File: src/rtl/cnt_updown_mode.sv
// Loadable up/down/shift counter with programmable limit, step, wrap/saturate,
// terminal-count pulse and sticky overflow. Optional prescaler: CNT_PRESCALER_EN.
module cnt_updown_mode #(
    parameter int unsigned N     = 8,
    parameter int unsigned STEP  = 1,
    parameter int unsigned PRESC = 4
) (
    input  logic         clk,
    input  logic         rst_n,
    input  logic [N-1:0] R,
    input  logic         L,
    input  logic         E,
    input  logic [1:0]   mode,
    input  logic [N-1:0] limit,
    input  logic         sat,
    input  logic         clr_ovf,
    output logic [N-1:0] Q,
    output logic         tc,
    output logic         ovf
);

    typedef enum logic [1:0] {
        MODE_UP  = 2'b00,
        MODE_DN  = 2'b01,
        MODE_SHL = 2'b10,
        MODE_SHR = 2'b11
    } mode_e;

    localparam logic [N:0]   STEP_X = (N+1)'(STEP);
    localparam logic [N-1:0] STEP_N = N'(STEP);

    if (STEP < 1 || PRESC < 1) begin : g_bad_param
        $error("cnt_updown_mode: STEP and PRESC must be >= 1");
    end

    mode_e        op;
    logic [N:0]   q_x;
    logic [N:0]   lim_x;
    logic [N:0]   sum;
    logic [N:0]   shl;
    logic [N-1:0] diff;
    logic [N-1:0] nxt;
    logic         evt;
    logic         step_go;

    assign op    = mode_e'(mode);
    assign q_x   = {1'b0, Q};
    assign lim_x = {1'b0, limit};
    assign sum   = q_x + STEP_X;
    assign shl   = {Q, 1'b0};
    assign diff  = Q - STEP_N;

    always_comb begin
        nxt = Q;
        evt = 1'b0;
        unique case (op)
            MODE_UP: begin
                evt = (sum > lim_x);
                nxt = evt ? (sat ? limit : '0) : sum[N-1:0];
            end
            MODE_DN: begin
                evt = (q_x < STEP_X);
                nxt = evt ? (sat ? '0 : limit) : diff;
            end
            MODE_SHL: begin
                evt = Q[N-1] | (shl > lim_x);
                nxt = evt ? (sat ? limit : '0) : shl[N-1:0];
            end
            MODE_SHR: begin
                evt = (Q == '0);
                nxt = evt ? (sat ? '0 : limit) : {1'b0, Q[N-1:1]};
            end
        endcase
    end

`ifdef CNT_PRESCALER_EN
    localparam int unsigned PW = (PRESC > 1) ? $clog2(PRESC) : 1;
    localparam logic [PW-1:0] PRE_LAST = PW'(PRESC - 1);

    logic [PW-1:0] pre;

    // Only the cycle the prescaler sits at its last value produces a step.
    assign step_go = E && (pre == PRE_LAST);

    always_ff @(posedge clk or negedge rst_n) begin
        if (!rst_n) begin
            pre <= '0;
        end else if (L) begin
            pre <= '0;
        end else if (E) begin
            pre <= (pre == PRE_LAST) ? '0 : pre + 1'b1;
        end
    end
`else
    assign step_go = E;
`endif

    always_ff @(posedge clk or negedge rst_n) begin
        if (!rst_n) begin
            Q   <= '0;
            tc  <= 1'b0;
            ovf <= 1'b0;
        end else begin
            if (L) begin
                Q  <= R;
                tc <= 1'b0;
            end else if (step_go) begin
                Q  <= nxt;
                tc <= evt;
            end else begin
                tc <= 1'b0;
            end
            // A boundary event sets ovf even when clr_ovf is asserted alongside it.
            ovf <= (!L && step_go && evt) | (ovf & ~clr_ovf);
        end
    end

endmodule

File: config.mk
export PLATFORM = sky130hd
export DESIGN_NAME = cnt_updown_mode
export DESIGN_NICKNAME = d
export VERILOG_FILES = /design/src/rtl/cnt_updown_mode.sv
export SDC_FILE = /design/constraint.sdc
export NUM_CORES = 1
export LEC_CHECK = 0
export CAP_MARGIN = 20
export CORE_ASPECT_RATIO = 1.1
export CORE_MARGIN = 4
export CORE_UTILIZATION = 50
export CTS_CLUSTER_DIAMETER = 40
export DETAILED_ROUTE_END_ITERATION = 7
export HOLD_SLACK_MARGIN = 0.06
export MAX_ROUTING_LAYER = met4
export PLACE_DENSITY = 0.8
export RECOVER_POWER = 50
export SYNTH_ARGS = -nofsm -noshare
export SYNTH_HDL_FRONTEND = slang
export SYNTH_SLANG_ARGS = --single-unit
export TNS_END_PERCENT = 50
File: constraint.sdc
create_clock -name clk -period 3.7 [get_ports clk]
set_clock_uncertainty 0.2 [all_clocks]
set_input_delay 0.37 -clock clk [delete_from_list [all_inputs] [get_ports clk]]
set_output_delay 0.37 -clock clk [all_outputs]
set_load 0.05 [all_outputs]
==> results.md <==
* Status: complete, no violations
* PwrDens at 335 nW/µm²
* Worst Path Arrival at 3.22 ns
* Fraction of registers with async set or reset after synthesis at 100%
* CTS buffer count at 3
* Seq/Total Area, Yosys at 14.0%
* Global-route wire length before repair at 8180 µm
* Die width at 65.0 µm
* Pre-antenna DRT Iters at 4
* Fin. max-slew vios at 0
* RSZ-0062 raised after global routing: false
* Syn_area_per_cell at 7.65 µm²
* Yosys cell types at 49
* VDD IR max at 0.142 mV
* Mapped Area at 1790 µm²
* CTS H-tree depth at 1
* Top FF cell, synth: dfrtp_1
* Via count of the first global-routing pass at 1691
* Syn Nets at 275
* Initial Util at 52.8%
* Critical Path Fanout Max at 9
* Startpoint types: register
* Worst-margin pin slew at 0.788 ns
* # IOs at 34
* R2R cell count at 12
* Reg2Reg Setup Slack at 0.47 ns
* Site row count at 22
* CTS tree: built
* Clk Latency, worst-skew pair at 0.27 ns
* Fin. Hold Viols at 0
* Post-CTS setup buffers at 0
* Fraction of layout cells with a size suffix above 1 at 10.2%
* Hold crit path type: in2async
* ANT cells at 0
* Synth top area cells: dfrtp_1 (14%), ha_1 (12%), nand2_1 (6.3%), a21oi_1 (4.8%), nor2_1 (4.6%)
* Die H at 70.7 µm
* Clock sink total at 10
* Top cell type's share of synthesized area at 14.0%
* Core Footprint at 3390 µm²
* Setup-failing EPs final at 0
* Area grow syn2layout at 19.3%
* Synth Register Bits at 10
* Data required time of the worst path at 3.69 ns
* RR Endpoint: Q[4]$_DFFE_PN0P_
* Final antenna-violating net count at 0
* F_max at 310 MHz
* Final wirelength at 4870 µm
* Crit Path Class: reg2reg
* GP Congestion at 0.999
* Drt drc at 0
* Max Cap Violations at 0
* GRT Util Overall at 22.8%
* CTS resizes at 0
* Worst setup margin at 0.474 ns
* Clk pin slew, worst setup/hold paths at 0.07 ns
* Hpwl dp at 3920 µm
* Leak at 0.958 nW
* Minimum clock period at 3.23 ns
* Dpl ws at 0.451 ns
* CP endpoint: Q[4]$_DFFE_PN0P_
* CTS root buf: clkbuf_4
* R2R Path Start: Q[0]$_DFFE_PN0P_
* Worst-case clock buffer depth at 2
* Largest net degree at the start of global routing at 22
* Crit. End Element: register
* Crit. Startpoint: Q[0]$_DFFE_PN0P_
* Vias per cell at 5.79
* Area leader, netlist: dfrtp_1
* Setup TNS at 0 ns
* DR WL/cell at 15.6 µm
* PortBufs at 33
* Number of synthesized flops with an enable pin at 0
* CTS Hold Bufs at 0
* Syn Inst Count at 234
* DRT iter0 DRCs at 105
* Worst slew margin at 47.0%
* Die area at 4600 µm²
* Yosys warnings at 0
* Antenna violations before repair at 0
* Nets at 306
* Grt total ovfl at 0
* Fin crit share at 87.2%
* Routed via count at 1808
==> sequential cells by signal, indices dropped and copies added (netlist names) <==
register  flops
Q             8
ovf           1
tc            1
==> worst min path at each step <==
| stage | endpoint | startpoint | slack, ns |
|---|---|---|---|
| 3_3_place_gp | ovf$_DFF_PN0_ | ovf$_DFF_PN0_ | 0.26 |
| 5_1_grt | ovf$_DFF_PN0_ | ovf$_DFF_PN0_ | 0.30 |
| 2_1_floorplan | Q[0]$_DFFE_PN0P_ | rst_n | -0.13 |
| 6_report | Q[7]$_DFFE_PN0P_ | rst_n | 0.29 |
| 4_1_cts | tc$_DFF_PN0_ | rst_n | 0.22 |
| 3_5_place_dp | ovf$_DFF_PN0_ | ovf$_DFF_PN0_ | 0.29 |
==> cells in the mapped netlist (3+ instances only) <==
cell      instances
o21a_1            3
o21ai_0          15
clkbuf_8          5
o31ai_1           3
nor3_1            6
a21oi_1          17
nand3_1           4
inv_1            18
a211oi_1          6
xnor2_1           5
xor2_1            4
nor3b_1           3
nand2_1          30
a21o_1            3
mux2i_1           7
nor2_1           22
buf_6             4
o22ai_1           4
clkbuf_1          4
nor4_1            3
mux2_2            4
dfrtp_1          10
ha_1             17
==> cells in the final DEF, fill, tap and decap left out, types with 2 or more instances in the layout <==
| master | netlist | final |
|---|---|---|
| ha_1 | 17 | 17 |
| a221o_1 | 2 | 2 |
| a211oi_2 | 2 | 2 |
| nor2_1 | 22 | 22 |
| o21ai_0 | 15 | 15 |
| o21a_1 | 3 | 3 |
| inv_1 | 18 | 18 |
| mux2_2 | 4 | 4 |
| a311oi_1 | 2 | 2 |
| o31ai_1 | 3 | 3 |
| a21o_1 | 3 | 3 |
| nor2b_1 | 2 | 2 |
| a31oi_1 | 2 | 2 |
| xor2_1 | 4 | 4 |
| nand3_1 | 4 | 4 |
| mux2i_1 | 7 | 7 |
| a211oi_1 | 6 | 6 |
| o221a_2 | 2 | 2 |
| a21oi_1 | 17 | 17 |
| a221oi_1 | 2 | 2 |
| and3_1 | 2 | 2 |
| nor3b_1 | 3 | 3 |
| nand2b_1 | 2 | 2 |
| clkbuf_4 | 0 | 3 |
| nor4_1 | 3 | 3 |
| nand2_1 | 30 | 30 |
| dfrtp_1 | 10 | 10 |
| o22ai_1 | 4 | 4 |
| nor3_1 | 6 | 6 |
| clkdlybuf4s50_1 | 0 | 27 |
| o2bb2ai_1 | 2 | 2 |
| buf_4 | 0 | 7 |
| dlygate4sd3_1 | 0 | 6 |
| nand4_1 | 2 | 2 |
| xnor2_1 | 5 | 5 |
==> cell families (layout without fill, tap and decap cells) <==
kind of cell    after synthesis  after routing  share of synthesized area [%]
fa+ha+maj                    17             17                           11.9
flops                        10             10                           14.0
buf+inv                      32             62                           11.3
simple gates                 84             84                           24.4
mux                          12             12                           7.06
compound gates               70             70                           27.0
xor+xnor                      9              9                           4.41
==> power breakdown <==
part	total, mW	leakage (nW)	internal, mW	switching (mW)
clock network	0.0973	0.0210	0.0598	0.0376
logic	0.469	0.814	0.196	0.274
registers	0.148	0.123	0.124	0.0240
total	0.715	0.958	0.380	0.335
==> worst max-delay path, stage by stage, from the launching register on <==
cell and delay (ns):
dfrtp_1 0.35, ha_1 0.19, nand3_1 0.13, nor2_1 0.29
xnor2_1 0.18, inv_1 0.06, ha_1 0.28, a21o_1 0.19
a211oi_1 0.27, a211oi_2 0.10, a31oi_4 0.36, mux2_2 0.39
a31oi_1 0.15
==> through the flow <==
| stage | utilization, % | hold WS [ns] | area [µm²] | power, mW | std cells |
|---|---|---|---|---|---|
| floorplan | - | -0.126 | 1790 | 0.498 | 234 |
| global placement | 62.0 | 0.259 | 2100 | 0.613 | 308 |
| detailed placement | 62.0 | 0.285 | 2100 | 0.618 | 308 |
| CTS | 63.0 | 0.223 | 2130 | 0.718 | 312 |
| global route | 63.0 | 0.303 | 2130 | 0.770 | 312 |
| finish | 63.0 | 0.287 | 2130 | 0.715 | 312 |
==> metal layers <==
layer	global-route usage, %	up-vias	wire length (µm)
li1	-	911	-
met1	30.9	838	2210
met4	6.22	0	51
met5	-	-	0
met3	0.476	4	239
met2	37.6	55	2370
==> layout make-up <==
cell class	count	area (µm²)
repair buffers	40	383
inverters	18	67.6
fillers	304	1250
clock buffers	4	36.3
multi-input cells	192	1340
flip-flops and latches	10	250
well taps	48	60.1
Power figures use the tool's default switching activity.
